$ cat src/rtl/pmu_cfg_arbiter.sv
`default_nettype none
// ============================================================================
// Module   : pmu_cfg_arbiter
// Purpose  : Round-robin arbiter that serialises single-register writes from
//            several requesters into a shadow copy of the PMU register array
//            and strobes the PMU write enable once per accepted write.
// Revision : 1.0  initial release
// ============================================================================
module pmu_cfg_arbiter #(
  parameter int REG_WIDTH     = 32,
  parameter int N_REGS        = 43,
  parameter int ADDR_W        = 6,
  parameter int N_REQ         = 3,
  parameter int SETTLE_CYCLES = 1
) (
  input  logic                          clk_i,
  input  logic                          rstn_i,
  input  logic [N_REQ-1:0]              req_valid_i,
  input  logic [N_REQ*ADDR_W-1:0]       req_addr_i,
  input  logic [N_REQ*REG_WIDTH-1:0]    req_data_i,
  output logic [N_REQ-1:0]              req_ready_o,
  output logic [N_REQ-1:0]              req_err_o,
  output logic [N_REGS*REG_WIDTH-1:0]   pmu_regs_o,
  output logic                          pmu_we_o,
  output logic                          busy_o,
  output logic [$clog2(N_REQ)-1:0]      grant_idx_o
);

  localparam int               IDX_W       = $clog2(N_REQ);
  localparam logic [3:0]       SETTLE_LOAD = 4'(SETTLE_CYCLES);
  localparam logic [IDX_W-1:0] PTR_RESET   = IDX_W'(N_REQ - 1);

  typedef enum logic [1:0] {
    IDLE   = 2'd0,
    STROBE = 2'd1,
    SETTLE = 2'd2
  } state_t;

  state_t                         state, state_next;
  logic [IDX_W-1:0]               rr_ptr;
  logic [IDX_W-1:0]               grant_idx;
  logic [3:0]                     settle_cnt;
  logic [N_REGS*REG_WIDTH-1:0]    shadow;

  logic                           found_hi, found_lo, found;
  logic [IDX_W-1:0]               idx_hi, idx_lo, winner;
  logic [ADDR_W-1:0]              win_addr;
  logic [REG_WIDTH-1:0]           win_data;
  logic                           addr_ok;
  logic                           accept;
  logic                           accept_ok;

  // Round-robin search: the lowest valid index above the pointer wins,
  // otherwise wrap around to the lowest valid index at or below it.
  always_comb begin
    found_hi = 1'b0;
    found_lo = 1'b0;
    idx_hi   = '0;
    idx_lo   = '0;
    for (int k = N_REQ - 1; k >= 0; k--) begin
      if (req_valid_i[k]) begin
        if (IDX_W'(k) > rr_ptr) begin
          found_hi = 1'b1;
          idx_hi   = IDX_W'(k);
        end else begin
          found_lo = 1'b1;
          idx_lo   = IDX_W'(k);
        end
      end
    end
    found  = found_hi | found_lo;
    winner = found_hi ? idx_hi : idx_lo;
  end

  // Select the winning requester's address and data, and qualify the address.
  always_comb begin
    win_addr = '0;
    win_data = '0;
    for (int k = 0; k < N_REQ; k++) begin
      if (winner == IDX_W'(k)) begin
        win_addr = req_addr_i[k*ADDR_W +: ADDR_W];
        win_data = req_data_i[k*REG_WIDTH +: REG_WIDTH];
      end
    end
    addr_ok   = (32'(win_addr) < 32'(N_REGS));
    accept    = (state == IDLE) && found;
    accept_ok = accept && addr_ok;
  end

  // One-hot ready/err pulses; err always coincides with ready on a bad index.
  always_comb begin
    req_ready_o = '0;
    req_err_o   = '0;
    for (int k = 0; k < N_REQ; k++) begin
      req_ready_o[k] = accept && (winner == IDX_W'(k));
      req_err_o[k]   = accept && (winner == IDX_W'(k)) && !addr_ok;
    end
  end

  // Next-state logic: a good accept strobes, then optionally settles.
  always_comb begin
    state_next = state;
    case (state)
      IDLE:    if (accept_ok) state_next = STROBE;
      STROBE:  state_next = (SETTLE_CYCLES > 0) ? SETTLE : IDLE;
      SETTLE:  if (settle_cnt <= 4'd1) state_next = IDLE;
      default: state_next = IDLE;
    endcase
  end

  // State register.
  always_ff @(posedge clk_i or negedge rstn_i) begin
    if (!rstn_i) state <= IDLE;
    else         state <= state_next;
  end

  // Pointer and reported grant follow every accepted handshake, good or bad.
  always_ff @(posedge clk_i or negedge rstn_i) begin
    if (!rstn_i) begin
      rr_ptr    <= PTR_RESET;
      grant_idx <= '0;
    end else if (accept) begin
      rr_ptr    <= winner;
      grant_idx <= winner;
    end
  end

  // Settle down-counter, loaded while strobing and counted down while settling.
  always_ff @(posedge clk_i or negedge rstn_i) begin
    if (!rstn_i)                settle_cnt <= '0;
    else if (state == STROBE)   settle_cnt <= SETTLE_LOAD;
    else if (state == SETTLE)   settle_cnt <= settle_cnt - 4'd1;
  end

  // Shadow array: only the addressed register changes on a good accept.
  always_ff @(posedge clk_i or negedge rstn_i) begin
    if (!rstn_i) begin
      shadow <= '0;
    end else begin
      for (int r = 0; r < N_REGS; r++) begin
        if (accept_ok && (win_addr == ADDR_W'(r)))
          shadow[r*REG_WIDTH +: REG_WIDTH] <= win_data;
      end
    end
  end

  assign pmu_regs_o  = shadow;
  assign pmu_we_o    = (state == STROBE);
  assign busy_o      = (state != IDLE);
  assign grant_idx_o = grant_idx;

endmodule
`default_nettype wire

$ cat config.mk
export PLATFORM = sky130hd
export DESIGN_NAME = pmu_cfg_arbiter
export DESIGN_NICKNAME = d
export VERILOG_FILES = /design/src/rtl/pmu_cfg_arbiter.sv
export SDC_FILE = /design/constraint.sdc
export NUM_CORES = 1
export LEC_CHECK = 0
export ABC_CLOCK_PERIOD_IN_PS = 3000
export CORE_AREA = 2 2 590 592
export CTS_BUF_LIST = sky130_fd_sc_hd__clkbuf_8
export DETAILED_ROUTE_END_ITERATION = 7
export DIE_AREA = 0 0 592 594
export PLACE_DENSITY = 0.43
export SLEW_MARGIN = 5
export SYNTH_ARGS = -nofsm -noshare
export SYNTH_HDL_FRONTEND = slang
export SYNTH_SLANG_ARGS = --single-unit
$ cat constraint.sdc
create_clock -name clk_i -period 3 [get_ports clk_i]
set_clock_uncertainty 0.2 [all_clocks]
set_input_delay 0.3 -clock clk_i [delete_from_list [all_inputs] [get_ports clk_i]]
set_output_delay 0.3 -clock clk_i [all_outputs]
set_load 0.01 [all_outputs]
==> results.json, run 1 <==
{
  "drive_above_1_share_pct": 38.6,
  "clk_latency_ns": 0.96,
  "timing.critical_path.cells": "a21oi_2, o21a_2, a222oi_1, buf_4, buf_6, buf_6, buf_6, nor3b_4, nand3_2, buf_6, buf_6, nor2_4, buf_12, clkbuf_16, mux2_4",
  "cp-end-kind": "flip-flop",
  "clock_transition_at_path_regs_ns": 0.06,
  "r2r_setup_slack_ns": -0.65,
  "worstHoldPathType": "in -> reg",
  "final.setup.worst_slack_ns": -0.653,
  "maximum_number_of_pins_on_one_net_before_global_route_repair": 82,
  "yosysWarningCount": 0,
  "routed_via_density": 3.74,
  "final_antenna_net_count": 0,
  "post_route_fraction_of_the_period_consumed_by_the_critical_path_pct": 122,
  "syn-mean-instance-area_sq_um": 15.0,
  "setup.worst_path.start_class": "flip-flop",
  "core-area_sq_um": 345000,
  "clock-root-buffer": "clkbuf_8",
  "most-common-layout-cells": "clkdlybuf4s50_1, dfrtp_1, mux2_2, clkbuf_8, buf_12",
  "antenna_violations_before_repair": 66,
  "drtPass1Iterations": 5,
  "vdd.ir_drop.worst_uv": 435,
  "timing_worst_slew_pin_value_ns": 0.620,
  "avgRoutedWirePerCell_um": 28.3,
  "synth_async_sr_flop_share_pct": 100,
  "worst_ep_arrival_time_ns": 4.26,
  "critical_path.slowest_cell": "dfstp_2",
  "dp_hpwl_mm": 205,
  "timing.final.hold_violations": 0,
  "pwr_density_cell_nw_per_um2": 960,
  "nNetsFinal": 5669,
  "design_power_total_mw": 83.3,
  "drv.max_cap_violation_count": 0,
  "cts_max_level": 5,
  "portBuffers": 1504,
  "numCtsBuffers": 275,
  "synth-main-ff-cell": "dfrtp_1",
  "via_count_of_the_first_global_routing_pass": 40700,
  "relSlewSlack_pct": 58.7,
  "grtUsageTotal_pct": 15.7,
  "post-route-min-period_ns": 3.65,
  "p_leak_nw": 38.8,
  "run_status": "finished with violations",
  "fin_max_slew_vios": 0,
  "vias": 38700,
  "critical-path-top-delay-family": "buffers and inverters",
  "maximum_count_of_clock_buffers_along_a_single_path": 4,
  "number_of_design_rule_violations_left_after_detail_routing": 0,
  "drt-total-wl_mm": 292,
  "floorplan.die_area_sq_um": 352000,
  "floorplan_die_width_um": 592,
  "area_growth_pct": 65.0,
  "io_pins": 1505,
  "detail_route.iter0.violations": 1648,
  "start_util_pct": 15.2,
  "critical_path_required_ns": 3.60,
  "fillCellCount": 36000,
  "grt.overflow.total": 0,
  "failing_checks": "negative setup slack",
  "critical_path.most_common_cell": "buf_6",
  "syn-instance-count": 3512,
  "proportion_of_synthesized_chip_area_in_sequential_cells_pct": 66.0,
  "timing.critical_path.buf_inv": 8,
  "rows": 216,
  "grt_setup_unrepaired": "yes",
  "synth.ff_latch_count": 1385,
  "final_weighted_congestion_in_routability_driven_placement": 0.781,
  "post_synth_num_cell_types": 41,
  "syn-cell-area_sq_um": 52500,
  "crit_path_max_incr_delay_ns": 0.62,
  "cts_tree": "done",
  "timing.fmax_mhz": 274,
  "cts.sinks": 1385,
  "final_setup_violating_endpoints": 1381,
  "die_height_um": 594,
  "tns_ns": -394.74,
  "synth_edf_count": 0,
  "synth_fp_nets": 3636,
  "crit_type": "reg -> reg",
  "layout.cells.most_common": "clkdlybuf4s50_1",
  "wire_length_of_the_first_global_routing_pass_mm": 375,
  "worst-path-max-fanout": 7
}
==> tightest hold or removal path, cell delays in order <==
cell	delay (ns)
clkdlybuf4s50_1	0.46
nand2_1	0.07
nand2_2	0.08
buf_12	0.19
mux2_1	0.16
==> Yosys cell counts, types with 2 or more instances <==
library cell / count / area (sq um)
nand2b_1: 2 / 12.5
buf_2: 83 / 415
a22oi_1: 32 / 240
a21o_1: 4 / 30.0
o21a_1: 3 / 22.5
and2_1: 32 / 200
o221ai_1: 2 / 17.5
mux2_1: 40 / 450
buf_4: 37 / 278
nand3_1: 11 / 55.1
a21oi_1: 67 / 335
inv_1: 11 / 41.3
clkbuf_1: 144 / 541
o21ai_1: 4 / 20.0
mux2_2: 1145 / 12900
or2_2: 2 / 12.5
dfrtp_1: 1384 / 34600
a211oi_4: 2 / 40.0
a222oi_1: 2 / 20.0
nand2_1: 227 / 852
o21ai_0: 138 / 691
ha_1: 5 / 62.6
a31oi_1: 2 / 12.5
nor3_1: 10 / 50.1
a211oi_1: 2 / 15.0
and3_1: 3 / 18.8
nor2_1: 100 / 375
nor2b_1: 3 / 18.8
nor4_4: 3 / 63.8
==> path summary, 6_finish.rpt <==
check	start	cells past startpoint	end
max in group asynchronous	rstn_i	5	pmu_regs_o[218]
worst min register to register	pmu_regs_o[405]	2	pmu_regs_o[405]
worst max register to register	rr_ptr[1]	15	pmu_regs_o[1104]
min in group asynchronous	rstn_i	4	pmu_regs_o[428]
worst min-delay path	req_data_i[82]	5	pmu_regs_o[1042]
worst max-delay path	rr_ptr[1]	15	pmu_regs_o[1104]
==> registers in the layout, indices dropped and copies added, names as in the netlist <==
register	flops
grant_idx_o	1
pmu_regs_o	1376
rr_ptr	2
settle_cnt	4
state	2
==> power breakdown <==
part / switching [mW] / internal [mW] / leakage [nW]
clock network: 8.82 / 10.0 / 2.94
registers: 3.56 / 24.9 / 18.7
logic: 17.4 / 18.5 / 17.2
==> what timing repair did <==
item,4_1_cts,5_1_grt
hold endpoints to repair,1532,0
buffers inserted,48,29
resized for setup,116,358
pin swaps,26,23
gates cloned,20,24
hold buffers,37,0
setup endpoints to repair,1383,1383
==> cell families (layout without fill, tap and decap cells) <==
group	Yosys count	count (layout)	synth area share, %
AOI/OAI and AO/OA	265	265	2.87
adders and majority gates	5	5	0.119
buffers and inverters	275	2482	2.43
DFF	1385	1385	66.0
muxes	1185	1185	25.4
other	0	30	0
and+or+nand+nor	397	397	3.23
==> area by class of cell <==
class | count | area, sq um | area share [%]
well taps | 4578 | 5730 | 6.61
inverters | 11 | 41.3 | 0.0476
flip-flops and latches | 1385 | 34700 | 40.0
repair buffers | 2020 | 22600 | 26.0
multi-input cells | 1852 | 18400 | 21.3
clock inverters | 127 | 712 | 0.821
clock buffers | 324 | 4460 | 5.14
diodes | 30 | 75.1 | 0.0866
==> metal layers <==
layer	track usage, %	routed length (um)
met1	19.2	122000
met2	25.7	135000
met3	5.07	24600
met4	5.23	9950
met5	0	40
==> through the flow <==
step | util, % | cell area, sq um | setup WS (ns) | instances | hold slack (ns)
floorplan | - | 52600 | -0.0622 | 3512 | -0.196
global placement | 22.5 | 77600 | -1.03 | 9706 | 0.0899
detailed placement | 22.5 | 77600 | -0.899 | 9706 | 0.0924
CTS | 24.5 | 84700 | -0.833 | 10300 | 0.00161
global route | 25.1 | 86700 | -0.803 | 10300 | 0.0746
finish | 25.1 | 86700 | -0.653 | 10300 | 0.167
Power figures use the tool's default switching activity.
==> run 2, diff against run 1 <==
- GPL_TIMING_DRIVEN: unset -> 0
==> run 2 against run 1 <==
Net effect: register-to-register slack got worse by 0.42 ns; highest routed layer unchanged; clock-buffer cell count increased by 13; critical path type unchanged; die area unchanged; wire length increased by 3.8%; the flow still finishes with violations (negative setup slack); cell count decreased by 0.28%.
==> results.json, run 2 (same netlist as run 1, synthesis figures left out) <==
{
  "area_growth_pct": 60.1,
  "drv.max_cap_violation_count": 0,
  "final_weighted_congestion_in_routability_driven_placement": 0.826,
  "fin_max_slew_vios": 0,
  "numCtsBuffers": 279,
  "routed_via_density": 3.78,
  "crit_type": "reg -> reg",
  "cts.sinks": 1385,
  "grtUsageTotal_pct": 16.5,
  "maximum_count_of_clock_buffers_along_a_single_path": 4,
  "start_util_pct": 15.2,
  "dp_hpwl_mm": 229,
  "most-common-layout-cells": "clkdlybuf4s50_1, dfrtp_1, mux2_2, clkbuf_8, nand2_1",
  "rows": 216,
  "floorplan_die_width_um": 592,
  "clock_transition_at_path_regs_ns": 0.06,
  "post-route-min-period_ns": 4.07,
  "antenna_violations_before_repair": 62,
  "timing.final.hold_violations": 0,
  "maximum_number_of_pins_on_one_net_before_global_route_repair": 166,
  "drt-total-wl_mm": 303,
  "grt.overflow.total": 0,
  "vias": 38900,
  "vdd.ir_drop.worst_uv": 487,
  "worstHoldPathType": "in -> reg",
  "setup.worst_path.start_class": "flip-flop",
  "cts_tree": "done",
  "r2r_setup_slack_ns": -1.07,
  "failing_checks": "negative setup slack",
  "pwr_density_cell_nw_per_um2": 976,
  "hold-path-endpoint": "pmu_regs_o[86]",
  "power.combinational.fraction_pct": 41.2,
  "clk_latency_ns": 0.97,
  "hold_depth": 4,
  "preCtsSetupSlack_ns": -3.65,
  "final_antenna_net_count": 0,
  "io_pins": 1505,
  "core-area_sq_um": 345000,
  "tns_ns": -1299.73,
  "final_setup_violating_endpoints": 1812,
  "final.setup.worst_slack_ns": -1.07,
  "worst_ep_arrival_time_ns": 4.73,
  "p_leak_nw": 37.7,
  "timing.fmax_mhz": 246,
  "die_height_um": 594,
  "nNetsFinal": 5604,
  "rr_endpoint": "pmu_regs_o[40]",
  "layout.cells.most_common": "clkdlybuf4s50_1",
  "p_seq_share_pct": 34.6,
  "netSwitchingPower_mw": 30.3,
  "cp-end-kind": "flip-flop",
  "swShare_pct": 36.9,
  "run_status": "finished with violations",
  "drtPass1Iterations": 5,
  "worst-path-max-fanout": 6,
  "share_clk_of_total_power_pct": 24.2,
  "largest_reg_flops": 1376,
  "timing_worst_slew_pin_value_ns": 1.23,
  "wire_length_of_the_first_global_routing_pass_mm": 392,
  "post_route_fraction_of_the_period_consumed_by_the_critical_path_pct": 136,
  "ff2ff_path_depth": 13,
  "critical_path_required_ns": 3.66,
  "portBuffers": 1502,
  "number_of_design_rule_violations_left_after_detail_routing": 0,
  "avgRoutedWirePerCell_um": 29.4,
  "r2r-start": "rr_ptr[1]",
  "design_power_total_mw": 82.1,
  "floorplan.die_area_sq_um": 352000,
  "detail_route.iter0.violations": 1953,
  "grt_setup_unrepaired": "yes",
  "relSlewSlack_pct": 17.3,
  "clock-root-buffer": "clkbuf_8",
  "via_count_of_the_first_global_routing_pass": 41100,
  "hold_path.startpoint": "req_data_i[54]",
  "internal-power_mw": 51.9,
  "drive_above_1_share_pct": 35.2,
  "cts_max_level": 5
}
[run 2: cell count changes in the layout (fill, tap and decap cells not counted), sizes merged]
cell	previous run	this run
buf	465	283
bufbuf	3	1
bufinv	3	6
clkbuf	344	493
clkdlybuf4s50	1496	1497
clkinv	12	20
clkinvlp	15	13
diode	30	46
dlygate4sd2	0	1
dlygate4sd3	36	13
inv	108	110
[run 2: repair_timing]
item | CTS | global route
pin swaps | 26 | 21
buffers inserted | 76 | 31
hold buffers | 20 | 0
hold endpoints to repair | 611 | 0
gates cloned | 13 | 21
endpoints found under the setup margin | 1391 | 1852
resized for setup | 316 | 307
[run 2: power groups by stage]
stage	Sequential, mW	Clock [mW]	Combinational (mW)
2_1_floorplan	31.0	0	7.65
3_3_place_gp	28.7	0	32.6
3_5_place_dp	28.6	0	33.2
4_1_cts	28.4	20.6	34.0
5_1_grt	29.2	21.4	35.6
6_report	28.4	19.9	33.8
[run 2: through the flow]
step                cells  area (sq um)  hold WS, ns  utilization, %
detailed placement   9623         74100       0.0340            21.5
CTS                 10200         82200      -0.0254            23.8
global placement     9592         73300        0.264            21.2
floorplan            3512         52600       -0.196               -
finish              10300         84100        0.154            24.4
global route        10300         84100        0.117            24.4
[run 2: how the worst max path moves through the flow]
stage / from / end / slack, ns / depth (start not counted)
CTS: rr_ptr[1] / req_err_o[0] / -1.25 / 9
floorplan: rr_ptr[1] / pmu_regs_o[129] / -0.06 / 12
global placement: rstn_i / pmu_regs_o[278] / -65.50 / 1
global route: rr_ptr[1] / pmu_regs_o[637] / -1.16 / 14
detailed placement: req_valid_i[0] / pmu_regs_o[1199] / -3.65 / 12
finish: rr_ptr[1] / pmu_regs_o[40] / -1.07 / 13
[run 2: cell type report]
cell class | count | area [sq um]
fill | 36300 | 261000
multi-input combinational | 1852 | 17500
inverter | 11 | 41.3
timing repair buffer | 1693 | 18300
sequential | 1385 | 34700
tap | 4578 | 5730
antenna | 46 | 115
clock inverter | 138 | 883
buffer | 258 | 2280
clock buffer | 337 | 4640
[run 2: worst max-delay path: stages, from the launching register on]
cell and delay [ns]:
dfstp_2 0.55, buf_6 0.12, a21oi_4 0.05, o21a_1 0.20
buf_12 0.15, a222oi_1 0.77, buf_4 0.30, buf_4 0.21
inv_1 0.13, nor3_4 0.23, buf_12 0.17, nand2_4 0.22
bufbuf_16 0.41, mux2_2 0.26
[run 2: routing by layer]
layer  wire length, um  GRT usage [%]  vias to the layer above
met1            123000           19.9                    20500
li1                  -              -                    16300
met4             10000           5.76                       12
met2            142000           26.9                     1653
met3             27500           5.78                      418
met5                83              0                        -
